[config.mk]
export PLATFORM = sky130hd
export DESIGN_NAME = wb_mem_reader
export DESIGN_NICKNAME = d
export VERILOG_FILES = /design/src/rtl/wb_mem_reader_pkg.sv /design/src/rtl/wb_mem_reader.sv
export SDC_FILE = /design/constraint.sdc
export NUM_CORES = 1
export LEC_CHECK = 0
export CAP_MARGIN = 10
export CORE_MARGIN = 10
export CORE_UTILIZATION = 30
export DETAILED_ROUTE_END_ITERATION = 6
export GPL_ROUTABILITY_DRIVEN = 0
export GPL_TIMING_DRIVEN = 0
export PLACE_DENSITY = 0.67
export SETUP_SLACK_MARGIN = 0.3
export SLEW_MARGIN = 10
export SYNTH_ARGS = -nofsm -noshare
export SYNTH_HDL_FRONTEND = slang
export SYNTH_SLANG_ARGS = --single-unit
[constraint.sdc]
create_clock -name clk -period 2.05 [get_ports clk]
set_clock_uncertainty 0.05 [all_clocks]
set_input_delay 0.205 -clock clk [delete_from_list [all_inputs] [get_ports clk]]
set_output_delay 0.205 -clock clk [all_outputs]
set_load 0.02 [all_outputs]
[src/rtl/wb_mem_reader_pkg.sv]
// Shared definitions for the Wishbone block-read master: FSM encoding,
// default ack timeout and the all-bytes select pattern.
package wb_mem_reader_pkg;

   typedef enum logic [1:0] {
      ST_IDLE = 2'd0,
      ST_REQ  = 2'd1,
      ST_HOLD = 2'd2,
      ST_DONE = 2'd3
   } state_t;

   localparam int         TIMEOUT_DEFAULT = 1024;
   localparam logic [3:0] SEL_ALL         = 4'hF;

endpackage

[src/rtl/wb_mem_reader.sv]
// Wishbone read master: fetches i_count consecutive words from i_address,
// presenting each on o_data/o_data_valid until the consumer accepts it.
module wb_mem_reader
   import wb_mem_reader_pkg::*;
#(
   parameter int TIMEOUT     = TIMEOUT_DEFAULT,
   parameter int COUNT_WIDTH = 24
) (
   input  logic                   clk,
   input  logic                   rst,
   input  logic                   i_start,
   input  logic [31:0]            i_address,
   input  logic [COUNT_WIDTH-1:0] i_count,
   output logic                   o_busy,
   output logic                   o_done,
   output logic                   o_error,
   output logic                   o_mem_we,
   output logic                   o_mem_stb,
   output logic                   o_mem_cyc,
   output logic [3:0]             o_mem_sel,
   output logic [31:0]            o_mem_adr,
   output logic [31:0]            o_mem_dat,
   input  logic [31:0]            i_mem_dat,
   input  logic                   i_mem_ack,
   input  logic                   i_mem_int,
   output logic [31:0]            o_data,
   output logic                   o_data_valid,
   input  logic                   i_data_ready
);

   localparam int TMO_W = $clog2(TIMEOUT + 1);

   state_t                 state_q, state_d;
   logic [31:0]            addr_q, addr_d;
   logic [COUNT_WIDTH-1:0] rem_q, rem_d;
   logic [TMO_W-1:0]       tmo_q, tmo_d;
   logic [31:0]            data_q, data_d;
   logic                   valid_q, valid_d;
   logic                   error_q, error_d;
   logic                   zdone_q, zdone_d;

   logic unused_mem_int;
   assign unused_mem_int = i_mem_int;

   always_ff @(posedge clk or negedge rst) begin
      if (!rst) begin
         state_q <= ST_IDLE;
         addr_q  <= '0;
         rem_q   <= '0;
         tmo_q   <= '0;
         data_q  <= '0;
         valid_q <= 1'b0;
         error_q <= 1'b0;
         zdone_q <= 1'b0;
      end else begin
         state_q <= state_d;
         addr_q  <= addr_d;
         rem_q   <= rem_d;
         tmo_q   <= tmo_d;
         data_q  <= data_d;
         valid_q <= valid_d;
         error_q <= error_d;
         zdone_q <= zdone_d;
      end
   end

   always_comb begin
      state_d = state_q;
      addr_d  = addr_q;
      rem_d   = rem_q;
      tmo_d   = tmo_q;
      data_d  = data_q;
      valid_d = valid_q;
      error_d = error_q;
      zdone_d = 1'b0;
      case (state_q)
         ST_IDLE: begin
            if (i_start) begin
               if (i_count != '0) begin
                  addr_d  = i_address;
                  rem_d   = i_count;
                  error_d = 1'b0;
                  tmo_d   = '0;
                  state_d = ST_REQ;
               end else begin
                  // Zero-length request: report completion without touching the bus
                  zdone_d = 1'b1;
               end
            end
         end
         ST_REQ: begin
            if (i_mem_ack) begin
               data_d  = i_mem_dat;
               valid_d = 1'b1;
               addr_d  = addr_q + 32'd1;
               rem_d   = rem_q - COUNT_WIDTH'(1);
               state_d = ST_HOLD;
            end else if (tmo_q == TMO_W'(TIMEOUT - 1)) begin
               error_d = 1'b1;
               state_d = ST_DONE;
            end else begin
               tmo_d = tmo_q + TMO_W'(1);
            end
         end
         ST_HOLD: begin
            if (i_data_ready) begin
               valid_d = 1'b0;
               tmo_d   = '0;
               state_d = (rem_q == '0) ? ST_DONE : ST_REQ;
            end
         end
         ST_DONE: state_d = ST_IDLE;
         default: state_d = ST_IDLE;
      endcase
   end

   // Bus strobes decode straight from state so they drop on the ack edge
   assign o_mem_cyc    = (state_q == ST_REQ);
   assign o_mem_stb    = (state_q == ST_REQ);
   assign o_mem_we     = 1'b0;
   assign o_mem_sel    = (state_q == ST_REQ) ? SEL_ALL : 4'h0;
   assign o_mem_adr    = addr_q;
   assign o_mem_dat    = 32'h0;
   assign o_busy       = (state_q != ST_IDLE);
   assign o_done       = (state_q == ST_DONE) | zdone_q;
   assign o_error      = error_q;
   assign o_data       = data_q;
   assign o_data_valid = valid_q;

endmodule
==> results.yml, run 1 <==
run_status:
  status: "finished with violations"
  violations: "setup timing"
global_routing:
  gr-usage-all-layers_pct: 17.9
  grt_pass1_wl_mm: 36.9
  grt_max_degree: 83
  grt_pass1_vias: 6340
  gr-total-overflow: 0
  antenna_found_initial: 1
sta:
  max_freq_ghz: 0.479
  final_hold_viol_count: 0
  maxSlewViolCount: 0
  finalCritPeriodShare_pct: 102
  setup_violations: 2
  tns_ns: -0.0481
  layout_setup_ws_ns: -0.0386
  rsz0062_at_grt: "true"
  min_period_ns: 2.09
power_and_ir_drop:
  power.density_nw_per_um2: 1610
  power_w: 0.0171
  p_leak_nw: 4.40
  ir_drop_mv: 0.702
detailed_routing:
  wl_met2_mm: 12.8
  wl_per_cell_um: 22.0
  met1_length_mm: 10.0
  remaining_drc_errors: 0
  vias: 6701
  firstDrtPassIters: 5
  drt-initial-drc-count: 636
  postRouteAntennaNets: 0
  drt-vias-per-instance: 5.55
  wirelength_mm: 26.6
  dr.max_layer_used: "met4"
  wl_met3_mm: 2.58
cells_and_area:
  final_common_cell: "clkdlybuf4s50_1"
  layout-drive-gt1-share_pct: 40.2
  ff_latch_area_um2: 2620
  num-fill-cells: 1537
  final_core_util_pct: 54.5
  area_delta_synth_final_pct: 78.8
  multi_input_area_um2: 3840
  layout_common_cells: "141 x clkdlybuf4s50_1, 98 x buf_4, 88 x dfrtp_1"
  fin_nets: 1034
synthesis:
  netlist_area_um2: 5930
  syn_inst: 636
  seq_area_frac_synth_pct: 43.9
  ys_types: 66
  syn_area_per_cell_um2: 9.33
  synth_flop_cell: "dfrtp_1"
  synth-seq-cells: 104
  async_reset_ff_share_pct: 100
  ys_warn_count: 0
  synth_edf_count: 0
die:
  die_area_um2: 25800
  core_area_um2: 19500
  ioPinCount: 201
  num_rows: 51
  fp.dieH_um: 161
  die_w_um: 161
  initial_core_util_pct: 30.5
hold_path:
  hp-class: "input port to flop"
clock_tree:
  cts_buffers: 9
  cts.sinks: 104
  clock-root-buffer: "clkbuf_16"
  cts_tree: "built"
  htreeDepth: 3
  insertion_delay_ns: 0.36
  path_clk_slew_ns: 0.07
  clk_path_buf_depth: 2
placement:
  dp_hpwl_mm: 16.2
  port_buffers: 166
  dp_slack_ns: -0.687
setup_path:
  crit_type: "flop to flop"
  cp-end-kind: "flop"
  worst_ep_arrival_time_ns: 2.26
  cp_max_fo: 5
  crit_path_start_kind: "flop"
  cp.required_ns: 2.22
flow_run:
  maxCapViolations: 0
[stage by stage]
step	cells	hold WS (ns)	area (µm²)
finish	1207	0.201	10600
global route	1206	0.194	10600
CTS	1169	0.213	9590
detailed placement	1100	0.0276	8190
global placement	1099	0.438	8160
floorplan	668	-0.141	6170
[synthesized netlist by cell type, types with 3 or more instances]
cell	count	area (µm²)
o22ai_1	18	113
dfrtp_1	104	2600
o21a_1	5	37.5
nand3_1	26	130
inv_1	11	41.3
ha_1	4	50.1
and2_1	6	37.5
o211ai_1	5	37.5
buf_4	38	285
clkbuf_1	20	75.1
nand2_1	49	184
nor3_1	17	85.1
nor3b_1	3	22.5
o2bb2a_1	8	80.1
and3_1	10	62.6
a31oi_1	13	81.3
and4_1	5	43.8
a21o_1	9	67.6
a31o_2	3	26.3
and3b_1	3	26.3
mux2_2	33	372
a2bb2oi_1	8	70.1
o22a_1	11	96.3
o21ai_0	36	180
nand4_1	16	100
a21oi_1	55	275
nor2_1	39	146
or3_1	4	25.0
nor4_1	13	81.3
buf_1	8	30.0
buf_2	12	60.1
[sequential cells by signal, indices dropped and copies added (netlist names)]
name	count
state_q	2
o_data_valid	1
zdone_q	1
tmo_q	11
o_mem_adr	32
o_data	32
o_error	1
rem_q	24
[metal layers]
layer	GRT usage, %	vias up
met1	22.0	3224
met5	0	-
met3	4.63	97
met4	7.76	0
li1	-	2909
met2	29.1	471
[cells by family after synthesis]
group	Yosys count	synth area share, %
other	1	0.0632
buffers and inverters	90	8.35
flip-flops	104	43.9
AND/OR/NAND/NOR	206	18.4
AO/OA/AOI/OAI	197	22.1
multiplexers	34	6.43
adder cells (fa/ha/maj)	4	0.844
[worst max-delay path, cell delays in order (launching register included)]
cell and delay, ns:
dfrtp_1 0.42, and3b_1 0.28, buf_6 0.13, and3b_2 0.24, a21o_4 0.27, buf_12 0.16
clkbuf_16 0.17, a21oi_2 0.12, o22ai_1 0.11
[report_power, final]
part	total [W]	internal [W]	switching [W]
Sequential	0.00417	0.00304	0.00112
Clock	0.00180	0.000981	0.000818
Combinational	0.0111	0.00559	0.00555
[repair_timing]
item	CTS	global route
gates cloned	6	6
gates resized for setup	219	155
hold endpoints to repair	22	0
pin swaps	41	42
buffers inserted	46	31
setup endpoints to repair	107	79
hold buffers	1	0
[layout make-up]
type | instances | share of cell area [%]
antenna | 1 | 0.0236
buffer | 78 | 7.56
clock buffer | 11 | 2.29
clock inverter | 5 | 0.531
inverter | 12 | 0.472
multi-input combinational | 474 | 36.2
sequential | 104 | 24.7
tap | 265 | 3.13
timing repair buffer | 257 | 25.0
[final timing paths]
path | start | end | slack [ns] | depth (start not counted)
max | state_q[1] | rem_q[12] | -0.04 | 8
min | i_count[0] | rem_q[0] | 0.20 | 3
max reg2reg | state_q[1] | rem_q[12] | -0.04 | 8
min reg2reg | o_data[1] | o_data[1] | 0.46 | 1
max in group asynchronous | rst | o_data[30] | 1.01 | 3
min in group asynchronous | rst | o_mem_adr[20] | 0.21 | 2
No activity file was read; power rests on OpenSTA's default activity.
==> run 2: changes to the inputs <==
--- a/config.mk
+++ b/config.mk
@@ -7,11 +7,11 @@
 export LEC_CHECK = 0
 export CAP_MARGIN = 10
 export CORE_MARGIN = 10
-export CORE_UTILIZATION = 30
+export CORE_UTILIZATION = 42
 export DETAILED_ROUTE_END_ITERATION = 6
 export GPL_ROUTABILITY_DRIVEN = 0
 export GPL_TIMING_DRIVEN = 0
-export PLACE_DENSITY = 0.67
+export PLACE_DENSITY = 0.86
 export SETUP_SLACK_MARGIN = 0.3
 export SLEW_MARGIN = 10
 export SYNTH_ARGS = -nofsm -noshare
==> results.yml, run 2 (same netlist as run 1, synthesis figures left out) <==
placement:
  place_inst: 1015
  dp_hpwl_mm: 15.5
  port_buffers: 166
  dp_slack_ns: -0.655
cells_and_area:
  fin_nets: 1031
  fin_cells: 1118
  layout_common_cells: "139 x clkdlybuf4s50_1, 97 x buf_4, 86 x dfrtp_1"
  layout-drive-gt1-share_pct: 40.9
  final_common_cell: "clkdlybuf4s50_1"
  num-fill-cells: 792
  antenna_cells: 0
  area_delta_synth_final_pct: 76.6
detailed_routing:
  wirelength_mm: 33.7
  drt-vias-per-instance: 7.01
  vias: 7836
  postRouteAntennaNets: 0
  remaining_drc_errors: 33
  wl_per_cell_um: 30.2
  firstDrtPassIters: 7
  drt-initial-drc-count: 1633
setup_path:
  critPathBufInv: 2
  crit_type: "flop to flop"
  cp.required_ns: 2.22
  crit_path_start_kind: "flop"
  path_delay_family: "simple AND/OR/NAND/NOR gates"
  cp-end-kind: "flop"
  cp_max_fo: 5
  slowest_delay_ns: 0.48
  slowest_stage: "dfrtp_2"
  crit_top_cell: "buf_4"
  path_cells: "nor4_4 > buf_4 > nand4_1 > buf_4 > o21a_1 > o21ai_0 > o21ai_1"
  reg2reg_depth: 7
  crit_cells: 7
  worst_ep_arrival_time_ns: 2.47
hold_path:
  min_path_cells: 3
  hp-class: "input port to flop"
global_routing:
  grt_use_met2_pct: 42.9
  use_met3_pct: 8.46
  grt_max_degree: 54
  grt_use_met1_pct: 29.3
  gr-usage-all-layers_pct: 26.5
  antenna_found_initial: 1
  grt_pass1_vias: 7346
  gr-total-overflow: 0
  grt_pass1_wl_mm: 41.4
  gr-max-usage-layer: "met2"
clock_tree:
  insertion_delay_ns: 0.38
  clock-root-buffer: "clkbuf_16"
  htreeDepth: 3
  path_clk_slew_ns: 0.08
  cts_buffers: 9
  cts_tree: "built"
  cts.sinks: 104
  clk_path_buf_depth: 2
run_status:
  violations: "DRC, setup timing"
  status: "finished with violations"
die:
  die_w_um: 139
  num_rows: 43
  ioPinCount: 201
  initial_core_util_pct: 42.7
  fp.dieH_um: 139
  core_area_um2: 13900
  die_area_um2: 19300
sta:
  tightest_slew_ns: 0.843
  maxSlewViolCount: 0
  tns_ns: -2.54
  final_hold_viol_count: 0
  slew-limit-headroom_pct: 43.4
  min_period_ns: 2.30
  setup_violations: 39
  max_freq_ghz: 0.436
  finalCritPeriodShare_pct: 112
  rsz0062_at_grt: "true"
  layout_setup_ws_ns: -0.246
power_and_ir_drop:
  power_w: 0.0182
  swShare_pct: 46.8
  p_leak_nw: 4.37
  p_clk_share_pct: 10.9
  p_int_w: 0.00969
  power.density_nw_per_um2: 1740
  p_switching_w: 0.00853
  power_frac_seq_pct: 23.6
  comb_power_share_pct: 65.5
  ir_drop_mv: 0.814
flow_run:
  maxCapViolations: 0
run 2: cell count changes in the layout (fill, tap and decap cells not counted), sizes merged:
cell and delta:
inv +1, clkinv -1, clkinvlp +1, clkdlybuf4s50 -2
dlygate4sd2 +6, buf -5, dlymetal6s2s -5, bufinv +1
diode -1, clkbuf +1
run 2: timing repair:
action / in CTS / in global routing
cloned: 8 / 2
gates resized for setup: 231 / 148
buffers inserted: 59 / 20
pin swaps: 40 / 42
endpoints found under the hold margin: 51 / 0
endpoints found under the setup margin: 106 / 79
hold buffers: 1 / 0
run 2: worst paths after layout:
kind                             from      endpoint  slack [ns]
setup / recovery             rem_q[2]     rem_q[22]       -0.25
hold / removal             i_count[5]      rem_q[5]        0.32
setup reg to reg             rem_q[2]     rem_q[22]       -0.25
min in group asynchronous         rst      tmo_q[2]        0.33
hold reg to reg             o_data[3]     o_data[3]        0.46
max in group asynchronous         rst  o_mem_adr[1]        0.94
run 2: final cells by class:
type | instances | area [µm²] | share of cell area (%)
multi-input cells | 474 | 3820 | 36.5
flip-flops and latches | 104 | 2630 | 25.1
repair buffers | 257 | 2620 | 25.0
plain buffers | 75 | 816 | 7.79
clock buffers | 9 | 225 | 2.15
well taps | 180 | 225 | 2.15
clock inverters | 7 | 93.8 | 0.896
inverters | 12 | 52.6 | 0.501
run 2: stage by stage:
stage,hold slack (ns),instance area (µm²),utilization (%)
5_1_grt,0.272,10500,75.5
3_3_place_gp,0.439,8060,58.0
3_5_place_dp,0.141,8080,58.2
4_1_cts,0.285,9700,69.9
6_report,0.317,10500,75.5
2_1_floorplan,-0.141,6170,-
run 2: power groups by stage:
stage / clock network [W] / logic [W] / registers, W
2_1_floorplan: 0 / 0.00344 / 0.00460
3_3_place_gp: 0 / 0.00699 / 0.00393
3_5_place_dp: 0 / 0.00711 / 0.00400
4_1_cts: 0.00190 / 0.00948 / 0.00401
5_1_grt: 0.00206 / 0.0121 / 0.00437
6_report: 0.00199 / 0.0119 / 0.00431
run 2: metal layers:
layer | wire length (µm) | part of all wire, %
met1 | 10400 | 31
met2 | 14700 | 44
met3 | 5030 | 15
met4 | 3500 | 10
met5 | 69 | 0.20
run 2: tightest hold or removal path: cells and delay by family:
kind / cells / cell delay (ns)
buf+inv: 1 / 0.27
compound gates: 2 / 0.22
==> run 3: changes to the inputs <==
--- a/config.mk
+++ b/config.mk
@@ -13,7 +13,6 @@
 export GPL_TIMING_DRIVEN = 0
 export PLACE_DENSITY = 0.86
 export SETUP_SLACK_MARGIN = 0.3
-export SLEW_MARGIN = 10
 export SYNTH_ARGS = -nofsm -noshare
 export SYNTH_HDL_FRONTEND = slang
 export SYNTH_SLANG_ARGS = --single-unit
==> results.yml, run 3 (same netlist as run 1, synthesis figures left out) <==
run_status:
  status: "finished with violations"
  violations: "setup timing"
clock_tree:
  insertion_delay_ns: 0.37
  path_clk_slew_ns: 0.08
  clk_path_buf_depth: 2
  cts.sinks: 104
  clock-root-buffer: "clkbuf_16"
  htreeDepth: 3
  cts_tree: "built"
  cts_buffers: 9
cells_and_area:
  layout-drive-gt1-share_pct: 40.4
  antenna_cells: 0
  final_common_cell: "clkdlybuf4s50_1"
  layout_common_cells: "134 x clkdlybuf4s50_1, 102 x buf_4, 85 x dfrtp_1"
  fin_nets: 1024
  fin_area_um2: 10400
  area_delta_synth_final_pct: 76.0
global_routing:
  antenna_found_initial: 0
  gr-usage-all-layers_pct: 26.8
  grt_max_degree: 59
  grt_pass1_wl_mm: 41.6
  grt_pass1_vias: 7312
  gr-total-overflow: 0
hold_path:
  min_path_cells: 4
  hp-class: "input port to flop"
  hp-start: "i_count[14]"
  min_to: "zdone_q"
flow_run:
  maxCapViolations: 0
setup_path:
  critPathBufInv: 4
  reg2reg_depth: 8
  slowest_stage: "dfrtp_1"
  crit_cells: 8
  r2r_start: "state_q[1]"
  path_delay_family: "buffers and inverters"
  cp.required_ns: 2.26
  ff2ff_setup_slack_ns: -0.1
  cp_max_fo: 5
  worst_ep_arrival_time_ns: 2.36
  cp-end-kind: "flop"
  r2r_end: "o_mem_adr[6]"
  crit_type: "flop to flop"
  slowest_delay_ns: 0.40
  crit_path_start_kind: "flop"
  path_cells: "and3b_1 > buf_6 > and3b_2 > a21o_1 > buf_6 > buf_8 > buf_8 > o21ai_2"
die:
  die_area_um2: 19300
  initial_core_util_pct: 42.7
  ioPinCount: 201
  fp.dieH_um: 139
  num_rows: 43
  die_w_um: 139
  core_area_um2: 13900
sta:
  finalCritPeriodShare_pct: 105
  final_hold_viol_count: 0
  setup_violations: 26
  max_freq_ghz: 0.466
  layout_setup_ws_ns: -0.0982
  tightest_slew_ns: 0.789
  maxSlewViolCount: 0
  fin_hold_ws_ns: 0.275
  min_period_ns: 2.15
  slew-limit-headroom_pct: 47.4
  rsz0062_at_grt: "true"
detailed_routing:
  remaining_drc_errors: 0
  postRouteAntennaNets: 0
  drt-initial-drc-count: 1674
  drt-vias-per-instance: 7.01
  vias: 7788
  firstDrtPassIters: 7
  wl_per_cell_um: 30.0
  wirelength_mm: 33.4
placement:
  port_buffers: 166
  dp_hpwl_mm: 15.4
  place_area_um2: 8080
power_and_ir_drop:
  power.density_nw_per_um2: 1720
  ir_drop_mv: 0.822
  p_leak_nw: 4.34
## run 3: changes by cell type in the layout (fill, tap and decap cells not counted), moves of 5 or more
cell and delta:
buf_12 -5, dlymetal6s2s_1 +6, clkdlybuf4s50_1 -5, buf_4 +5
buf_6 -15
## run 3: worst max-delay path by stage
stage / startpoint / endpoint / slack, ns
global route: state_q[1] / rem_q[10] / -0.37
finish: state_q[1] / o_mem_adr[6] / -0.1
CTS: rem_q[5] / rem_q[20] / 0.11
detailed placement: i_mem_ack / o_mem_adr[8] / -0.67
global placement: rst / o_mem_adr[1] / -3.72
floorplan: rem_q[21] / rem_q[23] / 0.14
## run 3: layer usage
| metal | GRT usage, % | part of all wire [%] | wire length, µm | vias up |
|---|---|---|---|---|
| li1 | - | - | - | 2878 |
| met1 | 28.7 | 31 | 10500 | 3603 |
| met2 | 43.5 | 44 | 14600 | 940 |
| met3 | 10.1 | 16 | 5220 | 367 |
| met4 | 17.3 | 9.1 | 3020 | 0 |
| met5 | 0 | 0 | 0 | - |
## run 3: where the power goes
group          internal (W)  leakage [nW]  switching (W)
clock              0.000962         0.140       0.000914
sequential          0.00304          1.21        0.00133
combinational       0.00540          2.99        0.00628
## run 3: timing repair
item                                   CTS  global route
pin swaps                               46            38
cloned                                  10             1
resized for setup                      224           150
setup buffers                           49            20
endpoints found under the hold margin   57             0
setup endpoints to repair              106            82
hold buffers                             1             0
## run 3: layout make-up
type                            count  area, µm²
Clock inverter                      7       81.3
Tap cell                          180        225
Buffer                             77        776
Clock buffer                        9        225
Sequential cell                   104       2630
Inverter                           12       47.5
Timing Repair Buffer              248       2550
Multi-Input combinational cell    474       3910
Fill cell                         749       3440
## run 3: through the flow
stage                     cells  setup TNS (ns)  util (%)  total power [W]  worst slack (ns)
after global routing       1111           -1.62      75.2           0.0182            -0.368
final                      1111          -0.836      75.2           0.0179           -0.0982
after CTS                  1090               0      69.5           0.0152             0.114
after global placement     1014         -391.81      58.0           0.0109             -3.72
after detailed placement   1015          -45.43      58.2           0.0111            -0.669
after floorplan             668               0         -          0.00804             0.144
## run 3: worst min-delay path: stages
cell            delay [ns]
dlymetal6s2s_1        0.19
nor4_4                0.08
nand2_2               0.10
nor3_1                0.07
==> variant 1: new RTL, settings of run 1 <==
`COUNT_WIDTH`: 24 -> 36.
--- a/src/rtl/wb_mem_reader.sv
+++ b/src/rtl/wb_mem_reader.sv
@@ -4,7 +4,7 @@
    import wb_mem_reader_pkg::*;
 #(
    parameter int TIMEOUT     = TIMEOUT_DEFAULT,
-   parameter int COUNT_WIDTH = 24
+   parameter int COUNT_WIDTH = 36
 ) (
    input  logic                   clk,
    input  logic                   rst,
Interface: changed (resized i_count); port bits go from 201 to 213. No check against the original RTL was run, so the function may have changed too.
==> variant 1 against run 1 <==
The flow still finishes with violations (setup timing). Wire length increased by 21%. Final cell count grew 15%. Sequential cell count up 12. Design area rose by 17%. Power grew 14%. Die area up 13%. Area after synthesis increased by 15%. Via count rose by 20%. Non-clock buffer count increased by 36. Worst setup slack worse by 0.26 ns.
==> variant 1: results <==
metrics = {
    "run_status": {
        "status": "finished, violations left",
        "violations": "setup timing",
    },
    "timing": {
        "finalSetupTns_ns": -7.01,
        "setup_slack_ns": -0.296,
        "setup_violations": 74,
        "tightestPinTransition_ns": 0.912,
    },
    "hold_path": {
        "hold_class": "input port to async pin",
    },
    "placement": {
        "io_buffers": 178,
        "place_inst": 1250,
        "placed_area_mm2": 0.00948,
        "place_ws_ns": -0.857,
        "dpl.hpwl_mm": 20.1,
    },
    "route": {
        "vias": 8037,
        "wirelength_mm": 32.2,
        "dr.first_iter.drc_count": 1014,
        "wl_per_cell_um": 23.3,
        "first_pass_iters": 7,
    },
    "grt": {
        "antenna_found_initial": 1,
        "grt_max_degree": 81,
        "grt_pass1_vias": 7776,
        "grt_usage_pct": 20.2,
        "grt_pass1_wl_mm": 45.8,
    },
    "clock_tree": {
        "path_clk_slew_ns": 0.06,
        "cts_buffers": 17,
        "clk_path_buf_depth": 2,
        "root_buffer": "clkbuf_16",
        "clock_latency_ns": 0.43,
        "cts.htree.levels": 4,
    },
    "finish": {
        "top_register": "rem_q",
        "antenna_cells": 0,
        "layout-drive-gt1-share_pct": 40.6,
        "largest_reg_flops": 36,
        "nets": 1198,
    },
    "pwr": {
        "sw_frac_of_total_pct": 43.3,
        "p_leak_nw": 5.11,
        "peakVddDrop_uv": 752,
    },
    "synth": {
        "synth_cells": 754,
        "synth-async-reset-ratio_pct": 100,
        "yosysSeqAreaShare_pct": 42.7,
        "synth_area_leaders": "dfrtp_1 (43%), mux2_2 (5.5%), a21oi_1 (4.9%)",
        "synth_common_cells": "dfrtp_1 (116), a21oi_1 (66), nor2_1 (57), o21ai_0 (57), nand2_1 (43)",
        "yosys.cell_types.count": 58,
        "ys_warn_count": 0,
        "synthFlopType": "dfrtp_1",
    },
    "critical_path": {
        "startpoint_type": "flip-flop",
        "r2r_start": "rem_q[0]$_DFFE_PN0P_",
        "cp_data_arrival_time_ns": 2.64,
        "crit_end": "rem_q[27]$_DFFE_PN0P_",
        "worstPathMaxFanout": 4,
        "reg2regPathDepth": 7,
    },
}
## variant 1: worst min-delay path by stage
stage | start | end | cells after the start | slack, ns
final | rst | o_data[16]$_DFFE_PN0P_ | 2 | 0.19
after global routing | i_count[4] | rem_q[4]$_DFFE_PN0P_ | 3 | 0.22
after CTS | i_count[4] | rem_q[4]$_DFFE_PN0P_ | 3 | 0.16
after detailed placement | rst | o_data[16]$_DFFE_PN0P_ | 1 | 0.08
after global placement | o_data[23]$_DFFE_PN0P_ | o_data[23]$_DFFE_PN0P_ | 1 | 0.43
after floorplan | rst | o_data[0]$_DFFE_PN0P_ | 0 | -0.14
## variant 1: through the flow
stage / util [%] / power, W
floorplan: - / 0.00917
global placement: 42.1 / 0.0125
detailed placement: 42.2 / 0.0126
CTS: 50.7 / 0.0173
global route: 55.2 / 0.0203
finish: 55.2 / 0.0195
## variant 1: routing by layer
metal	track usage (%)	wire, um	vias to the layer above
met2	33.2	15300	595
met1	23.8	12000	3845
met5	0	11	-
li1	-	-	3495
met4	7.28	1100	2
met3	7.03	3800	100
## variant 1: worst max-delay path, cell delays in order (launching register included)
cell	delay [ns]
dfrtp_1	0.41
or4_4	0.53
or4_4	0.50
buf_8	0.15
nor3_4	0.20
buf_4	0.16
mux2i_1	0.10
o21ai_1	0.17
## variant 1: repair_timing
| item | in CTS | in global routing |
|---|---|---|
| endpoints found under the hold margin | 36 | 0 |
| gates resized for setup | 235 | 159 |
| endpoints found under the setup margin | 135 | 124 |
| hold buffers | 1 | 0 |
| pin swaps | 55 | 47 |
| setup buffers | 66 | 22 |
| gates cloned | 5 | 10 |
## variant 1: area by class of cell
type / count / area (um^2)
sequential: 116 / 2930
tap: 285 / 357
multi-input combinational: 569 / 4510
fill: 1854 / 10100
clock buffer: 23 / 488
inverter: 13 / 57.6
clock inverter: 9 / 125
timing repair buffer: 283 / 2930
buffer: 88 / 981
## variant 1: cell families after synthesis
group	count (synthesis)	synth area share (%)
other	1	0.0552
buffers and inverters	101	7.85
AND/OR/NAND/NOR	254	19.9
multiplexers	37	6.06
adder cells (fa/ha/maj)	4	0.737
flip-flops	116	42.7
AO/OA/AOI/OAI	241	22.7
## variant 1: power groups by stage
stage / Clock, W / Sequential (W) / Combinational, W
finish: 0.00313 / 0.00471 / 0.0117
global placement: 0 / 0.00447 / 0.00802
floorplan: 0 / 0.00505 / 0.00412
global route: 0.00327 / 0.00483 / 0.0122
CTS: 0.00314 / 0.00455 / 0.00964
detailed placement: 0 / 0.00451 / 0.00812
==> variant 2: new RTL, config.mk and constraints of run 1 <==
Made on the original files. Register the output `o_error` once more, cleared by the reset; this adds one clock of latency there. The other outputs are not delayed to match.
--- a/src/rtl/wb_mem_reader.sv
+++ b/src/rtl/wb_mem_reader.sv
@@ -123,7 +123,13 @@
    assign o_mem_dat    = 32'h0;
    assign o_busy       = (state_q != ST_IDLE);
    assign o_done       = (state_q == ST_DONE) | zdone_q;
-   assign o_error      = error_q;
+   always_ff @(posedge clk or negedge rst) begin
+      if (!rst) begin
+         o_error <= '0;
+      end else begin
+         o_error <= error_q;
+      end
+   end
    assign o_data       = data_q;
    assign o_data_valid = valid_q;
 
Formal check against the unedited RTL: no difference found for any inputs over 4 cycles, from zero or initial values and one cycle with rst low; that may be too few to reach the edited logic, so the function may still have changed.
==> variant 2 against run 1 <==
The flow still finishes with violations (setup timing). Die area about the same. Highest routed layer unchanged. Worst setup slack got worse by 0.19 ns. Wire length about the same. Area after synthesis about the same. Via count increased by 2.7%. Power decreased by 0.52%. Design area increased by 0.77%. Sequential cell count increased by 1.
==> variant 2: results <==
metrics = {
    "critical_path": {
        "slowest_delay_ns": 0.49,
        "cpMaxStageDelayCell": "or4_4",
        "cp_data_arrival_time_ns": 2.51,
    },
    "synth": {
        "syn_area_per_cell_um2": 9.16,
        "synth_area_leaders": "dfrtp_1 (44%), mux2_2 (6.1%), a21oi_1 (5.4%)",
        "synth-async-reset-ratio_pct": 100,
        "synth_compound_area_share_pct": 22.8,
        "synthMuxAreaShare_pct": 6.41,
        "ys_warn_count": 0,
        "yosys.cell_types.count": 61,
        "yosysSeqAreaShare_pct": 44.2,
        "synth_fa_ha_area_share_pct": 0.843,
        "synth_common_cells": "dfrtp_1 (105), a21oi_1 (64), nand2_1 (47)",
    },
    "clock_tree": {
        "path_clk_slew_ns": 0.08,
        "cts.htree.levels": 3,
        "clock_latency_ns": 0.37,
        "root_buffer": "clkbuf_16",
        "cts_tree": "yes",
    },
    "route": {
        "wirelength_mm": 26.6,
        "dr.first_iter.drc_count": 745,
        "first_pass_iters": 6,
        "viasPerCell": 5.59,
    },
    "placement": {
        "placed_area_mm2": 0.00824,
        "io_buffers": 166,
        "dpl.hpwl_mm": 16.4,
        "place_ws_ns": -0.685,
    },
    "grt": {
        "antenna_found_initial": 1,
        "grt_pass1_vias": 6785,
        "grt_max_degree": 58,
        "grt_pass1_wl_mm": 38.9,
        "grt_usage_pct": 18.8,
    },
    "finish": {
        "bufAreaShareNonClock_pct": 33.1,
        "stdcell_count": 1231,
        "antenna_cells": 1,
        "seq_cells": 105,
        "finalCoreUtilization_pct": 54.9,
        "nets": 1058,
        "nClkBuffers": 9,
        "layout-drive-gt1-share_pct": 41.5,
        "clkCellAreaFrac_pct": 2.62,
        "comb.multi_input.count": 478,
        "multi_input_area_share_pct": 35.7,
        "buffers": 347,
        "final_cell_area_mm2": 0.0107,
        "regArea_mm2": 0.00264,
        "fillCellCount": 1597,
        "num-nonclk-inverters": 19,
    },
    "pwr": {
        "peakVddDrop_uv": 887,
        "intPower_w": 0.00930,
        "p_leak_nw": 4.50,
    },
    "timing": {
        "setup_slack_ns": -0.225,
        "finalSetupTns_ns": -2.01,
        "setup_violations": 16,
    },
    "hold_path": {
        "hold_class": "input port to flip-flop",
    },
    "run_status": {
        "violations": "setup timing",
        "status": "finished, violations left",
    },
}
==> variant 2: cell count changes after synthesis, sizes merged, moves of 5 or more <==
| cell | run 1 | this run |
|---|---|---|
| o22ai | 18 | 13 |
| a22oi | 2 | 17 |
| inv | 12 | 19 |
| a21o | 9 | 3 |
| o21ai | 37 | 52 |
| a2bb2oi | 8 | 2 |
| a21oi | 56 | 65 |
| nand3 | 26 | 15 |
| nor4 | 14 | 19 |
| o2bb2a | 8 | 2 |
==> variant 2: what timing repair did <==
action / 4_1_cts / 5_1_grt
pin swaps: 52 / 56
endpoints found under the hold margin: 48 / 0
gates resized for setup: 252 / 135
hold buffers: 1 / 0
cloned: 9 / 1
setup endpoints to repair: 107 / 116
setup buffers: 67 / 24
==> variant 2: per-stage QoR <==
step           hold slack, ns  power (W)
2_1_floorplan          -0.141    0.00826
3_3_place_gp            0.342     0.0113
6_report                0.171     0.0170
4_1_cts                 0.313     0.0157
5_1_grt                 0.194     0.0178
3_5_place_dp            0.145     0.0114
==> variant 2: cells by family (layout without fill, tap and decap cells) <==
family,Yosys count,after routing
compound gates,217,217
simple gates,190,190
flops,105,105
buf+inv,97,382
mux,34,34
fa+ha+maj,4,4
other cells,1,34
==> variant 2: path summary, 6_finish.rpt <==
check                      slack, ns  depth (start not counted)                 start                     end
max                            -0.22                          8  rem_q[1]$_DFFE_PN0P_   rem_q[17]$_DFFE_PN0P_
min                             0.17                          3            i_count[0]    rem_q[0]$_DFFE_PN0P_
max reg2reg                    -0.22                          8  rem_q[1]$_DFFE_PN0P_   rem_q[17]$_DFFE_PN0P_
min reg2reg                     0.36                          0   error_q$_DFFE_PN0P_       o_error$_DFF_PN0_
max in group asynchronous       0.95                          3                   rst    tmo_q[6]$_DFFE_PN0P_
min in group asynchronous       0.32                          2                   rst  o_data[21]$_DFFE_PN0P_
==> variant 2: per-layer routing <==
metal,GRT usage [%],wire [um],share of wire [%],vias up
met5,0,0,0,-
met4,6.08,941,3.5,0
met3,7.64,3530,13,102
met2,30.3,12400,47,560
met1,22.4,9740,37,3246
li1,-,-,-,2975
==> variant 2: worst min-delay path, delay by kind of cell <==
| family | cells | cell delay [ns] |
|---|---|---|
| AOI/OAI and AO/OA | 1 | 0.08 |
| and+or+nand+nor | 1 | 0.07 |
| buffers and inverters | 1 | 0.17 |
==> variant 2: power groups by stage <==
stage / sequential, W / combinational (W) / clock, W
global placement: 0.00393 / 0.00739 / 0
finish: 0.00410 / 0.0112 / 0.00173
detailed placement: 0.00395 / 0.00744 / 0
CTS: 0.00398 / 0.00996 / 0.00176
global route: 0.00420 / 0.0117 / 0.00184
floorplan: 0.00455 / 0.00370 / 0
